<file path="src/rtl/freq_meas_scheduler_if.sv">
// rtl/freq_meas_scheduler_if.sv - result bus between the frequency scheduler and its consumer
// Purpose: groups the published measurement and the activity flag.
// Ports (master drives, slave observes):
//   result       edge count of the last published gate
//   result_ch    channel index the result belongs to
//   result_valid one-cycle strobe qualifying result/result_ch/result_ovf
//   result_ovf   counter saturated during that gate
//   busy         a measurement is in progress
interface freq_meas_scheduler_if #(
  parameter int CH_W      = 2,
  parameter int CNTR_SIZE = 10
);
  logic [CNTR_SIZE-1:0] result;
  logic [CH_W-1:0]      result_ch;
  logic                 result_valid;
  logic                 result_ovf;
  logic                 busy;

  modport master (output result, result_ch, result_valid, result_ovf, busy);
  modport slave  (input  result, result_ch, result_valid, result_ovf, busy);
endinterface

</file>
<file path="src/rtl/freq_meas_scheduler.sv">
// rtl/freq_meas_scheduler.sv - round-robin multi-channel frequency meter sharing one edge counter
// Purpose: for each enabled channel run SETTLE, count synchronized rising edges over a
//   GATE_CYCLES window, then publish the count tagged with the channel index.
// Ports:
//   clk      system clock, posedge
//   rst      asynchronous active-low reset
//   en       run enable; low aborts the current measurement and idles
//   ch_mask  channels participating in the rotation (sampled at selection only)
//   meas_in  asynchronous measured signals
//   res      result bus (master side)
module freq_meas_scheduler #(
  parameter int NUM_CH        = 4,
  parameter int CH_W          = 2,
  parameter int CNTR_SIZE     = 10,
  parameter int GATE_CYCLES   = 1000,
  parameter int SETTLE_CYCLES = 4
) (
  input  logic                 clk,
  input  logic                 rst,
  input  logic                 en,
  input  logic [NUM_CH-1:0]    ch_mask,
  input  logic [NUM_CH-1:0]    meas_in,
  freq_meas_scheduler_if.master res
);

  localparam int TMAX = (GATE_CYCLES > SETTLE_CYCLES) ? GATE_CYCLES : SETTLE_CYCLES;
  localparam int TW   = $clog2(TMAX + 1);

  typedef enum logic [1:0] {IDLE, SETTLE, GATE, PUBLISH} state_t;

  state_t               state;
  logic [CH_W-1:0]      sel;
  logic [CNTR_SIZE-1:0] cntr;
  logic                 ovf;
  logic [TW-1:0]        timer;
  logic [NUM_CH-1:0]    sync1;
  logic [NUM_CH-1:0]    sync2;
  logic                 prev;
  logic                 rise;

  assign rise = sync2[sel] & ~prev;

  // First set mask bit scanning upward from start, wrapping. With strict set the
  // scan begins one past start and ends on start itself, so a single-bit mask
  // keeps re-selecting the same channel.
  function automatic logic [CH_W-1:0] pick(input logic [NUM_CH-1:0] mask,
                                           input logic [CH_W-1:0]   start,
                                           input logic              strict);
    logic [CH_W-1:0] r;
    int              lo;
    int              idx;
    r  = start;
    lo = strict ? 1 : 0;
    // Scan downward so the lowest qualifying offset is the last one written.
    for (int off = NUM_CH; off >= 0; off--) begin
      idx = (int'(start) + off) % NUM_CH;
      if (off >= lo && off <= lo + NUM_CH - 1 && mask[idx[CH_W-1:0]])
        r = idx[CH_W-1:0];
    end
    return r;
  endfunction

  always_ff @(posedge clk or negedge rst) begin
    if (!rst) begin
      state            <= IDLE;
      sel              <= '0;
      cntr             <= '0;
      ovf              <= 1'b0;
      timer            <= '0;
      sync1            <= '0;
      sync2            <= '0;
      prev             <= 1'b0;
      res.result       <= '0;
      res.result_ch    <= '0;
      res.result_valid <= 1'b0;
      res.result_ovf   <= 1'b0;
      res.busy         <= 1'b0;
    end else begin
      sync1            <= meas_in;
      sync2            <= sync1;
      // Tracking the selected channel every cycle means SETTLE always primes
      // prev with the new channel's level, so a switch never looks like an edge.
      prev             <= sync2[sel];
      res.result_valid <= 1'b0;

      case (state)
        IDLE: begin
          if (en && (|ch_mask)) begin
            sel      <= pick(ch_mask, sel, 1'b0);
            timer    <= TW'(SETTLE_CYCLES - 1);
            state    <= SETTLE;
            res.busy <= 1'b1;
          end
        end

        SETTLE: begin
          cntr <= '0;
          ovf  <= 1'b0;
          if (!en) begin
            state    <= IDLE;
            res.busy <= 1'b0;
          end else if (timer == '0) begin
            timer <= TW'(GATE_CYCLES - 1);
            state <= GATE;
          end else begin
            timer <= timer - TW'(1);
          end
        end

        GATE: begin
          if (!en) begin
            state    <= IDLE;
            res.busy <= 1'b0;
          end else begin
            if (rise) begin
              if (&cntr) ovf  <= 1'b1;
              else       cntr <= cntr + CNTR_SIZE'(1);
            end
            if (timer == '0) state <= PUBLISH;
            else             timer <= timer - TW'(1);
          end
        end

        PUBLISH: begin
          if (!en) begin
            state    <= IDLE;
            res.busy <= 1'b0;
          end else begin
            res.result       <= cntr;
            res.result_ch    <= sel;
            res.result_ovf   <= ovf;
            res.result_valid <= 1'b1;
            if (|ch_mask) begin
              sel   <= pick(ch_mask, sel, 1'b1);
              timer <= TW'(SETTLE_CYCLES - 1);
              state <= SETTLE;
            end else begin
              state    <= IDLE;
              res.busy <= 1'b0;
            end
          end
        end

        default: begin
          state    <= IDLE;
          res.busy <= 1'b0;
        end
      endcase
    end
  end

endmodule
</file>
<file path="src/flat_wrapper.sv">
// flat-port wrapper written by rule: the top's interface ports become plain ports
module freq_meas_scheduler_flat 
#(
  parameter int NUM_CH        = 4,
  parameter int CH_W          = 2,
  parameter int CNTR_SIZE     = 10,
  parameter int GATE_CYCLES   = 1000,
  parameter int SETTLE_CYCLES = 4
)
  (clk, rst, en, ch_mask, meas_in, res_result, res_result_ch, res_result_valid, res_result_ovf, res_busy);
  freq_meas_scheduler_if #(.CH_W(CH_W), .CNTR_SIZE(CNTR_SIZE)) res_i ();
  input  logic clk;
  input  logic rst;
  input  logic en;
  input  logic [NUM_CH-1:0] ch_mask;
  input  logic [NUM_CH-1:0] meas_in;
  output wire logic [$bits(res_i.result)-1:0] res_result;
  output wire logic [$bits(res_i.result_ch)-1:0] res_result_ch;
  output wire logic [$bits(res_i.result_valid)-1:0] res_result_valid;
  output wire logic [$bits(res_i.result_ovf)-1:0] res_result_ovf;
  output wire logic [$bits(res_i.busy)-1:0] res_busy;
  assign res_result = res_i.result;
  assign res_result_ch = res_i.result_ch;
  assign res_result_valid = res_i.result_valid;
  assign res_result_ovf = res_i.result_ovf;
  assign res_busy = res_i.busy;
  freq_meas_scheduler #(.NUM_CH(NUM_CH), .CH_W(CH_W), .CNTR_SIZE(CNTR_SIZE), .GATE_CYCLES(GATE_CYCLES), .SETTLE_CYCLES(SETTLE_CYCLES)) u_core (.clk(clk), .rst(rst), .en(en), .ch_mask(ch_mask), .meas_in(meas_in), .res(res_i));
endmodule
</file>
<file path="config.mk">
export PLATFORM = sky130hd
export DESIGN_NAME = freq_meas_scheduler_flat
export DESIGN_NICKNAME = d
export VERILOG_FILES = /design/src/rtl/freq_meas_scheduler_if.sv /design/src/rtl/freq_meas_scheduler.sv /design/src/flat_wrapper.sv
export SDC_FILE = /design/constraint.sdc
export NUM_CORES = 1
export LEC_CHECK = 0
export ABC_AREA = 1
export BUFFER_PORTS_ARGS = -buffer_cell sky130_fd_sc_hd__buf_4
export CORE_MARGIN = 10
export CORE_UTILIZATION = 29
export DETAILED_ROUTE_END_ITERATION = 8
export MAX_ROUTING_LAYER = met4
export PLACE_DENSITY = 0.49
export RECOVER_POWER = 100
export SETUP_SLACK_MARGIN = 0.02
export SYNTH_ARGS = -nofsm -noshare
export SYNTH_HDL_FRONTEND = slang
export SYNTH_SLANG_ARGS = --single-unit
</file>
<file path="constraint.sdc">
create_clock -name clk -period 2.6 [get_ports clk]
set_clock_uncertainty 0.2 [all_clocks]
set_input_delay 0.13 -clock clk [delete_from_list [all_inputs] [get_ports clk]]
set_output_delay 0.13 -clock clk [all_outputs]
set_load 0.02 [all_outputs]
</file>
== Word level (Yosys, flattened, before mapping) ==
Cells that the tools add are included.
Word-level totals
  input bits: 11
  register bits: 49
  word-level logic and storage cells: 115
Cells by class
  multiplexer cells: 55
  eq/ne operators: 19
  $add $sub $neg: 6
  reduce and logical (&&, ||, !) cells: 15
  bitwise operators: 2
  magnitude comparators: 5
Operators by type and width (count)
  2-to-1 mux 10 bit: 10
  one-hot mux 10 bit (4 select lines): 1
  2-to-1 mux 2 bit: 17
  one-hot mux 10 bit (2 select lines): 1
  2-to-1 mux 1 bit: 16
  less-than comparator 2 x 3 -> 1 bit, second input constant: 5
  inequality test 2 bit, second input constant: 7
  binary-select mux 1 bit (select 2 bit): 6
  adder 10 x 1 -> 10 bit, second input constant: 1
  zero test 10 bit: 1
  AND reduction 10 bit: 1
  subtractor 10 x 1 -> 10 bit, second input constant: 1
  inequality test 2 x 1 -> 1 bit, second input constant: 4
  one-hot mux 2 bit (4 select lines): 1
  AND reduction 4 bit: 2
  AND reduction 7 bit: 1
  inequality test 3 x 2 -> 1 bit, second input constant: 2
  AND reduction 3 bit: 2
  AND reduction 6 bit: 1
  inequality test 5 x 1 -> 1 bit, second input constant: 1
  adder 2 x 1 -> 2 bit, second input constant: 2
  adder 2 bit, second input constant: 2
  == test 2 bit, second input constant: 2
  inequality test 4 x 1 -> 1 bit, second input constant: 1
  13 further kinds: 14

== Depth between registers and ports, before layout ==
Gate-level depths: netlist of the first run.
  word-level depth: 10
  mapped depth: 13
  gate-level depth less buffers: 11

== Worst setup path after synthesis of the first run ==
No wires, ideal clock.
  path type: register to register
  from: register u_core.state[0]
  to: register u_core.timer[3]
  data required time: 2.335 ns
  path slack: 0.792 ns
  period minus slack after synthesis: 1.808 ns
  arrival: 1.543 ns
  setup time: 0.065 ns
  stages on the path, launching flop included: 11
  cells stage by stage: dfrtp_1 > inv_1 > ha_1 > buf_6 > nor2_8 > a21oi_2 > nand3b_1 > nor2_2 > buf_6 > nand3_1 > nand2_1
Between the ends
  word-level cells in the longest chain between the ends: 3
  elaborated cells between the ends (all ways): 12
  those cells by class: eq/ne (9); mux (1); reduce/logical (2)
RTL lines
  start: declaration: RTL line freq_meas_scheduler.sv:31  | state_t state;
  start signal: assignment: RTL line freq_meas_scheduler.sv:65  | state <= IDLE;
  start signal: assignment: RTL line freq_meas_scheduler.sv:91  | state <= SETTLE;
  start signal: assignment: RTL line freq_meas_scheduler.sv:100  | state <= IDLE;
  == test 2 bit (tied with other cells): RTL line freq_meas_scheduler.sv:86  | case (state)
  inequality test 2 bit (no line) / inequality test 2 x 1 -> 1 bit (equally long branches)
  AND reduction 6 bit (no line)
  end signal: assignment: RTL line freq_meas_scheduler.sv:90  | timer <= TW'(SETTLE_CYCLES - 1);
  end signal: assignment: RTL line freq_meas_scheduler.sv:103  | timer <= TW'(GATE_CYCLES - 1);
  end signal: assignment: RTL line freq_meas_scheduler.sv:106  | timer <= timer - TW'(1);
  end: declaration: RTL line freq_meas_scheduler.sv:35  | logic [TW-1:0] timer;
Parallel ways exist; a longest one is shown, timed or not.
A chain may end at the register's enable or synchronous reset.

== Worst setup path after layout of the first run ==
  from: register u_core.state[0]
  to: register u_core.timer[9]
Same word-level chain as after synthesis.

==> results of run 1 <==
## stage by stage
| stage | instance area [sq um] | hold slack (ps) | util [%] | cells | setup WS (ps) |
|---|---|---|---|---|---|
| global placement | 3050 | 12.6 | 33.0 | 493 | 453 |
| detailed placement | 3050 | 10.6 | 33.0 | 493 | 407 |
| CTS | 3220 | 112 | 34.8 | 507 | 386 |
| finish | 3100 | 113 | 33.6 | 507 | 435 |
| floorplan | 2750 | -366 | - | 345 | 792 |
| global route | 3100 | 138 | 33.6 | 507 | 214 |
## flip-flops by register name, summed over array words and instances, names as in the netlist, 2 cells and up
name,count
u_core.cntr,10
u_core.res.result,10
u_core.res.result_ch,2
u_core.sel,2
u_core.state,2
u_core.sync1,4
u_core.sync2,4
u_core.timer,10
## layout by cell type, fill, tap and decap left out, types with 3 or more instances in the layout
| master | n |
|---|---|
| nand3_1 | 37 |
| nand4_1 | 5 |
| a21oi_1 | 3 |
| clkbuf_8 | 5 |
| o21ai_2 | 3 |
| xor2_1 | 5 |
| nand2_1 | 108 |
| nor2_2 | 3 |
| inv_1 | 39 |
| clkbuf_4 | 4 |
| buf_4 | 6 |
| nor3_1 | 3 |
| dlygate4sd3_1 | 6 |
| clkbuf_1 | 18 |
| o21ai_0 | 33 |
| nor2_1 | 21 |
| ha_1 | 7 |
| nand2_2 | 4 |
| dfrtp_1 | 49 |
## critical path, delay by kind of cell (launching register included)
| family | cells | cell delay [ps] |
|---|---|---|
| AND/OR/NAND/NOR | 4 | 700 |
| flip-flops | 1 | 410 |
| buffers and inverters | 2 | 300 |
| adder cells (fa/ha/maj) | 1 | 280 |
| AO/OA/AOI/OAI | 2 | 140 |
## what timing repair did
item	CTS	global route
endpoints found under the setup margin	0	0
hold buffers	6	0
gates resized for setup	0	0
hold endpoints to repair	55	0
## kinds of logic (layout without fill, tap and decap cells)
family / after synthesis / in the layout / synth area share, %
AND/OR/NAND/NOR: 189 / 189 / 31.6
buffers and inverters: 50 / 83 / 8.25
flip-flops: 49 / 49 / 44.6
AO/OA/AOI/OAI: 43 / 43 / 10.1
adder cells (fa/ha/maj): 7 / 7 / 3.19
XOR/XNOR: 7 / 7 / 2.23
## final cells by class
class / count / area (sq um)
well taps: 129 / 161
clock buffers: 6 / 72.6
multi-input cells: 246 / 1250
flip-flops and latches: 49 / 1230
repair buffers: 34 / 204
inverters: 41 / 154
clock inverters: 2 / 38.8
fillers: 1002 / 6140
## per-layer routing
layer / vias to the layer above / share of wire [%] / routed length (microns) / GRT usage [%]
met2: 25 / 48 / 2810 / 14.8
met4: 0 / 1.1 / 63 / 2.43
met1: 1018 / 48 / 2820 / 11.3
met5: - / 0 / 0 / -
li1: 1163 / - / - / -
met3: 5 / 2.7 / 159 / 2.21
## worst min-delay path by stage
| stage | slack, ps | endpoint | from | depth (start not counted) |
|---|---|---|---|---|
| floorplan | -370 | u_core.cntr[0]$_DFFE_PN0P_ | rst | 0 |
| global placement | 10 | u_core.res.busy$_DFFE_PN0P_ | rst | 1 |
| detailed placement | 10 | u_core.res.busy$_DFFE_PN0P_ | rst | 1 |
| CTS | 110 | u_core.res.busy$_DFFE_PN0P_ | ch_mask[0] | 6 |
| global route | 140 | u_core.state[0]$_DFFE_PN0P_ | ch_mask[1] | 5 |
| finish | 110 | u_core.state[0]$_DFFE_PN0P_ | ch_mask[0] | 5 |
## report_power, final
| part | internal [mW] | total (mW) | switching, mW |
|---|---|---|---|
| combinational | 0.537 | 1.59 | 1.06 |
| clock | 0.289 | 0.551 | 0.262 |
| sequential | 0.915 | 1.07 | 0.151 |
| total | 1.74 | 3.21 | 1.47 |
==> flow_metrics.py, run 1 <==
metrics = {
    "run_status": {
        "status": "finished clean",
    },
    "clocking": {
        "tritoncts": "built",
        "clk_path_buf_depth": 2,
        "postCtsSetupBuffers": 0,
        "path_clk_slew_ps": 100,
        "clock_sinks": 49,
        "clockRootBuffer": "clkbuf_8",
        "clk_latency_ps": 300,
        "h-tree-depth": 2,
        "cts_buffers": 5,
    },
    "critical_path": {
        "reg2reg_depth": 9,
        "slowest_stage": "dfrtp_1",
        "critPathKind": "flop to flop",
        "worstPathCellList": "inv_1, ha_1, nor2_8, a21oi_1, nand3b_1, nor2_2, inv_1, nand2_1, o21ai_0",
        "worst_path_most_repeated_cell": "inv_1",
        "end_kind": "flop",
        "r2r-start": "u_core.state[0]$_DFFE_PN0P_",
        "critPathRequiredTime_ps": 2580,
        "timing.rr.end": "u_core.timer[9]$_DFFE_PN0P_",
        "crit_path_end": "u_core.timer[9]$_DFFE_PN0P_",
        "start_kind": "flop",
        "r2r_slack_ps": 440,
        "path_max_fanout": 9,
        "cp-startpoint": "u_core.state[0]$_DFFE_PN0P_",
        "worstPathArrival_ps": 2140,
        "cp_slowest_stage_delay_ps": 410,
    },
    "floorplanning": {
        "initial_core_util_pct": 29.7,
        "rows": 35,
        "ioPinCount": 26,
        "die_x_microns": 117,
        "die_y_microns": 117,
        "core_sq_mm": 0.00924,
        "die-area_sq_mm": 0.0138,
    },
    "placement": {
        "io_buffers": 25,
        "dp_hpwl_microns": 4380,
        "gp_congestion": 0.809,
    },
    "global_routing": {
        "grt_util_all_layers_pct": 9.19,
        "grt_max_degree": 50,
        "antenna_found_initial": 0,
        "grt_pass1_wl_microns": 10600,
        "grt_overflow": 0,
        "first_global_vias": 2246,
    },
    "yosys": {
        "synth-async-reset-ratio_pct": 100,
        "ys_top_cells_by_count": "nand2_1 (106), dfrtp_1 (49), inv_1 (37), nand3_1 (37), o21ai_0 (22)",
        "yosys.area.top_type": "dfrtp_1",
        "synth_top_cell_area_share_pct": 44.6,
        "syn_nets": 363,
        "synth_cell_type_count": 31,
        "synth_area_leaders": "dfrtp_1 (45%), nand2_1 (14%), nand3_1 (6.7%)",
        "synth_edf_count": 0,
        "synth_seq_cells": 49,
        "seq_area_frac_synth_pct": 44.6,
        "avgSynthCellArea_sq_um": 7.96,
        "netlist_instances": 345,
        "synth_area_sq_mm": 0.00275,
        "ys.warnings.count": 0,
        "yosysMostFrequentCell": "nand2_1",
        "synthFlopType": "dfrtp_1",
    },
    "final_layout": {
        "drive_above_1_share_pct": 9.79,
        "antenna_cells": 0,
        "area_growth_syn_to_layout_pct": 13.0,
        "layout.nets": 395,
    },
    "power": {
        "p_total_mw": 3.21,
        "max-vdd-ir-drop_v": 0.000273,
        "leakage_nw": 1.49,
        "p_per_area_mw_per_mm2": 1030,
    },
    "min_path": {
        "hp-class": "input pin to flop",
    },
    "routing": {
        "routed_wl_microns": 5840,
        "post_drt_wl_per_cell_microns": 11.5,
        "drc": 0,
        "antenna_left": 0,
        "drtIter0Drc": 110,
        "drtPass1Iterations": 4,
        "via_per_inst": 4.36,
        "vias": 2211,
    },
    "sta": {
        "relSlewSlack_pct": 16.7,
        "min_period_over_period_pct": 83.3,
        "hold_viol_final": 0,
        "setup_viol": 0,
        "max_freq_mhz": 462,
        "rsz0062_at_grt": "no",
        "setup_tns_ps": 0,
        "tightest_slew_ps": 1250,
        "fin_crit_ps": 2160,
        "drv_slew": 0,
    },
    "job": {
        "drv_cap": 0,
    },
}
No activity file was read; power rests on OpenSTA's default activity.
==> inputs of run 2 (changes only) <==
- ABC_AREA: 1 -> 0
- clock period: 2.6 -> 2.2 ns (I/O delays scaled with it)
==> flow_metrics.py, run 2 <==
metrics = {
    "yosys": {
        "synth_area_leaders": "dfrtp_1 (51%), mux2_2 (7.0%), nor2_1 (4.2%)",
        "muxShareOfSynthArea_pct": 9.39,
        "synthFlopType": "dfrtp_1",
        "yosysMostFrequentCell": "dfrtp_1",
        "synth_top_family_by_area": "simple AND/OR/NAND/NOR gates",
        "yosys.area_share.simple_pct": 15.1,
        "avgSynthCellArea_sq_um": 10.7,
        "synth_xor_xnor_area_share_pct": 2.89,
        "syn_nets": 245,
        "ys_top_cells_by_count": "dfrtp_1 (49), nor2_1 (27), mux2_2 (15), nand2_1 (12), o21ai_0 (12)",
        "synth_compound_area_share_pct": 14.6,
        "ys.warnings.count": 0,
        "synth-async-reset-ratio_pct": 100,
        "synthAdderAreaFrac_pct": 3.61,
        "synth_cell_type_count": 49,
        "seq_area_frac_synth_pct": 50.5,
        "synth_seq_cells": 49,
        "yosys.area.top_type": "dfrtp_1",
        "synth_area_sq_mm": 0.00243,
        "synth_edf_count": 0,
        "synth_top_cell_area_share_pct": 50.5,
        "netlist_instances": 227,
    },
    "run_status": {
        "status": "complete, but fails checks",
        "violations": "negative setup slack",
    },
    "clocking": {
        "clock_sinks": 49,
        "h-tree-depth": 2,
        "clk_path_buf_depth": 2,
        "path_clk_slew_ps": 90,
        "clk_latency_ps": 310,
        "tritoncts": "built",
        "cts_buffers": 5,
        "clockRootBuffer": "clkbuf_8",
    },
    "routing": {
        "drtPass1Iterations": 4,
        "via_per_inst": 4.89,
        "post_drt_wl_per_cell_microns": 13.6,
        "drc": 0,
        "drtIter0Drc": 57,
        "vias": 1986,
        "antenna_left": 0,
        "routed_wl_microns": 5520,
    },
    "global_routing": {
        "grt_overflow": 0,
        "grt_use_met3_pct": 2.25,
        "antenna_found_initial": 0,
        "first_global_vias": 2023,
        "grt_util_all_layers_pct": 9.15,
        "grt_busiest_layer": "met2",
        "grtUsageMet1_pct": 11.0,
        "grt_pass1_wl_microns": 9480,
        "grt_max_degree": 50,
        "use_met2_pct": 14.8,
    },
    "final_layout": {
        "antenna_cells": 0,
        "area_growth_syn_to_layout_pct": 35.4,
        "layout.nets": 318,
        "stdcell_area_sq_mm": 0.00329,
        "top_regs": "u_core.cntr: 10 flops, u_core.res.result: 10 flops, u_core.timer: 10 flops",
        "drive_above_1_share_pct": 35.9,
        "final_cells": 406,
        "utilization_pct": 40.2,
        "layout_commonest_cell": "dfrtp_1",
        "final_cell_mix": "dfrtp_1 (49), buf_4 (43), nor2_1 (23)",
    },
    "sta": {
        "setup_tns_ps": -1080,
        "timing.final.ws_setup_ps": -124,
        "fin_crit_ps": 2320,
        "setup_viol": 12,
        "max_freq_mhz": 430,
        "tightest_slew_ps": 1210,
        "rsz0062_at_grt": "yes",
        "hold_viol_final": 0,
        "drv_slew": 0,
        "relSlewSlack_pct": 19.4,
        "min_period_over_period_pct": 106,
    },
    "placement": {
        "gp_congestion": 0.849,
        "io_buffers": 25,
        "dp_hpwl_microns": 4010,
        "dpl-instance-area_sq_mm": 0.00300,
        "placed_cells": 386,
    },
    "critical_path": {
        "path_max_fanout": 7,
        "reg2reg_depth": 9,
        "critPathKind": "flop to flop",
        "critPathRequiredTime_ps": 2200,
        "worstPathArrival_ps": 2320,
        "start_kind": "flop",
        "end_kind": "flop",
    },
    "floorplanning": {
        "die_y_microns": 111,
        "die-area_sq_mm": 0.0124,
        "rows": 33,
        "die_x_microns": 111,
        "core_sq_mm": 0.00818,
        "initial_core_util_pct": 29.7,
        "ioPinCount": 26,
    },
    "power": {
        "clock_power_share_pct": 19.9,
        "leakage_nw": 1.52,
        "p_per_area_mw_per_mm2": 1010,
        "p_total_mw": 3.31,
        "max-vdd-ir-drop_v": 0.000581,
        "swShare_pct": 35.6,
        "seq_power_share_pct": 34.3,
        "combPwrFrac_pct": 45.8,
        "p_sw_mw": 1.18,
        "p_int_mw": 2.13,
    },
    "min_path": {
        "hp-class": "input pin to flop",
        "whs_path_depth": 4,
    },
    "job": {
        "drv_cap": 0,
    },
}
-- run 2: cell type report --
| class | count | area (sq um) |
|---|---|---|
| clock buffers | 5 | 68.8 |
| fillers | 847 | 4890 |
| well taps | 105 | 131 |
| multi-input cells | 158 | 1250 |
| clock inverters | 3 | 43.8 |
| inverters | 10 | 37.5 |
| repair buffers | 76 | 529 |
| flip-flops and latches | 49 | 1230 |
-- run 2: power by group through the flow --
stage | sequential (mW) | combinational [mW] | clock [mW]
floorplan | 1.15 | 0.788 | 0
global placement | 1.15 | 1.29 | 0
detailed placement | 1.15 | 1.30 | 0
CTS | 1.14 | 1.50 | 0.683
global route | 1.16 | 1.68 | 0.714
finish | 1.14 | 1.51 | 0.659
-- run 2: final timing paths --
path	from	to	slack, ps
setup / recovery	u_core.timer[1]$_DFFE_PN0P_	u_core.timer[9]$_DFFE_PN0P_	-120
hold / removal	en	u_core.res.busy$_DFFE_PN0P_	80
setup reg to reg	u_core.timer[1]$_DFFE_PN0P_	u_core.timer[9]$_DFFE_PN0P_	-120
hold reg to reg	u_core.sync1[2]$_DFF_PN0_	u_core.sync2[2]$_DFF_PN0_	150
max in group asynchronous	rst	u_core.timer[8]$_DFFE_PN0P_	690
min in group asynchronous	rst	u_core.res.result[7]$_DFFE_PN0P_	380
-- run 2: what timing repair did --
item,in CTS,in global routing
setup endpoints to repair,14,15
hold buffers,5,0
pin swaps,7,9
setup buffers,4,3
resized for setup,27,15
endpoints found under the hold margin,53,0
-- run 2: cell families after synthesis --
group,Yosys count
adders and majority gates,7
xor gates and xnor gates,8
AOI/OAI and AO/OA,52
muxes,18
and+or+nand+nor,73
DFF,49
buffers and inverters,20
-- run 2: per-layer routing --
| layer | up-vias | share of wire [%] | wire length (microns) |
|---|---|---|---|
| li1 | 970 | - | - |
| met1 | 981 | 47 | 2590 |
| met2 | 28 | 49 | 2690 |
| met3 | 7 | 3.2 | 175 |
| met4 | 0 | 1.2 | 68 |
| met5 | - | 0 | 0 |
-- run 2: metrics by stage --
step / hold slack [ps] / setup slack [ps]
after detailed placement: -21.2 / -202
final: 78.1 / -124
after CTS: 71.8 / -132
after global routing: 116 / -212
after floorplan: -386 / -149
after global placement: -26.0 / -144
-- run 2: worst max-delay path, cell delays in order, from the launching register on --
cell and delay [ps]:
dfrtp_1 390, inv_2 80, ha_4 130, or4b_4 480, nor4bb_4 280, buf_4 190, a22o_4 160, buf_6 120
a21oi_1 40, o22a_1 150
==> inputs of run 3 (changes only) <==
- BUFFER_PORTS_ARGS: -buffer_cell sky130_fd_sc_hd__buf_4 -> -buffer_cell sky130_fd_sc_hd__buf_2
==> flow_metrics.py, run 3 (synthesized netlist as in run 2, its figures left out) <==
metrics = {
    "clocking": {
        "clk_path_buf_depth": 2,
        "path_clk_slew_ps": 90,
        "cts_buffers": 5,
        "tritoncts": "built",
        "h-tree-depth": 2,
        "clock_sinks": 49,
        "clockRootBuffer": "clkbuf_8",
        "clk_latency_ps": 300,
    },
    "routing": {
        "drc": 0,
        "post_drt_wl_per_cell_microns": 13.9,
        "drtPass1Iterations": 4,
        "routed_wl_microns": 5620,
        "via_per_inst": 4.81,
        "vias": 1944,
        "antenna_left": 0,
        "drtIter0Drc": 66,
    },
    "power": {
        "max-vdd-ir-drop_v": 0.000494,
        "p_per_area_mw_per_mm2": 994,
        "p_total_mw": 3.14,
        "leakage_nw": 1.47,
    },
    "sta": {
        "tightest_slew_ps": 1200,
        "relSlewSlack_pct": 20.2,
        "rsz0062_at_grt": "yes",
        "hold_viol_final": 0,
        "max_freq_mhz": 438,
        "setup_viol": 11,
        "fin_crit_ps": 2280,
        "min_period_over_period_pct": 104,
        "drv_slew": 0,
        "whs_ps": 136,
        "timing.final.ws_setup_ps": -83.5,
    },
    "placement": {
        "dpl-instance-area_sq_mm": 0.00294,
        "gp_congestion": 0.873,
        "placed_cells": 385,
        "dp_hpwl_microns": 4110,
        "io_buffers": 25,
    },
    "critical_path": {
        "r2r-start": "u_core.timer[0]$_DFFE_PN0P_",
        "timing.rr.end": "u_core.timer[4]$_DFFE_PN0P_",
        "start_kind": "flop",
        "reg2reg_depth": 9,
        "worstPathArrival_ps": 2270,
        "path_max_fanout": 7,
        "critPathKind": "flop to flop",
        "end_kind": "flop",
        "critPathRequiredTime_ps": 2190,
        "r2r_slack_ps": -80,
    },
    "final_layout": {
        "multi_input_area_sq_mm": 0.00120,
        "antenna_cells": 0,
        "layout.nets": 317,
        "final_cells": 404,
        "seqCellArea_sq_mm": 0.00123,
        "area_growth_syn_to_layout_pct": 30.2,
        "stdcell_area_sq_mm": 0.00316,
        "n_fill_cell": 851,
        "top_regs": "u_core.cntr: 10 flops, u_core.res.result: 10 flops, u_core.timer: 10 flops",
        "final_cell_mix": "dfrtp_1 (49), buf_4 (34), nor2_1 (24)",
        "layout_commonest_cell": "dfrtp_1",
        "drive_above_1_share_pct": 32.8,
    },
    "job": {
        "drv_cap": 0,
    },
    "min_path": {
        "hp-class": "input pin to flop",
        "min-delay-start": "en",
        "whs_path_depth": 4,
        "hold_end": "u_core.res.busy$_DFFE_PN0P_",
    },
    "floorplanning": {
        "rows": 33,
        "die_x_microns": 111,
        "die_y_microns": 111,
        "initial_core_util_pct": 29.7,
        "ioPinCount": 26,
        "core_sq_mm": 0.00818,
        "die-area_sq_mm": 0.0124,
    },
    "global_routing": {
        "grt_max_degree": 29,
        "antenna_found_initial": 0,
        "grt_util_all_layers_pct": 9.24,
        "grt_pass1_wl_microns": 9530,
        "grt_overflow": 0,
        "first_global_vias": 2013,
    },
    "run_status": {
        "status": "complete, but fails checks",
        "violations": "negative setup slack",
    },
}
run 3: cell count changes in the layout (fill, tap and decap cells not counted), sizes merged:
cell,delta
inv,-1
bufinv,-1
buf,-1
clkbuf,+1
run 3: metrics by stage:
stage          setup TNS, ps  util [%]  setup slack [ps]
2_1_floorplan           -974         -              -149
3_3_place_gp           -1150      36.0              -128
3_5_place_dp           -1910      36.0              -195
4_1_cts                 -629      38.6             -90.9
5_1_grt                -1850      38.6              -174
6_report                -529      38.6             -83.5
run 3: worst max-delay path by stage:
stage                                 from                          end  slack (ps)  depth (start not counted)
4_1_cts        u_core.timer[0]$_DFFE_PN0P_  u_core.timer[9]$_DFFE_PN0P_         -90                          9
3_5_place_dp   u_core.timer[1]$_DFFE_PN0P_  u_core.timer[7]$_DFFE_PN0P_        -200                          9
3_3_place_gp   u_core.timer[1]$_DFFE_PN0P_  u_core.timer[9]$_DFFE_PN0P_        -130                          9
5_1_grt        u_core.timer[0]$_DFFE_PN0P_  u_core.timer[4]$_DFFE_PN0P_        -170                          9
2_1_floorplan  u_core.timer[0]$_DFFE_PN0P_  u_core.timer[8]$_DFFE_PN0P_        -150                          8
6_report       u_core.timer[0]$_DFFE_PN0P_  u_core.timer[4]$_DFFE_PN0P_         -80                          9
run 3: per-layer routing:
metal	track usage, %	up-vias	part of all wire [%]
li1	-	969	-
met1	11.5	940	47
met5	-	-	0
met3	2.36	4	3.5
met2	14.7	31	49
met4	2.31	0	0.85
run 3: repair_timing:
action | 4_1_cts | 5_1_grt
buffers inserted | 5 | 2
hold buffers | 5 | 0
endpoints found under the setup margin | 14 | 15
resized for setup | 17 | 13
pin swaps | 11 | 7
hold endpoints to repair | 53 | 0
run 3: final cells by class:
class	instances	area share, %
repair buffers	75	15.4
well taps	105	4.16
inverters	10	1.19
clock buffers	6	2.30
clock inverters	1	0.277
flip-flops and latches	49	38.8
multi-input cells	158	37.9
run 3: worst max-delay path, cell delays in order (launching register included):
cell      delay, ps
dfrtp_1         390
inv_2            70
ha_4            130
or4b_4          460
nor4bb_1        270
buf_4           200
a22o_4          150
buf_6           120
nor3_2           50
a21o_1          140
run 3: power breakdown:
group	leakage, nW	switching (mW)	total, mW	internal [mW]
sequential	0.646	0.0901	1.12	1.03
combinational	0.780	0.759	1.50	0.736
clock	0.0412	0.303	0.524	0.221
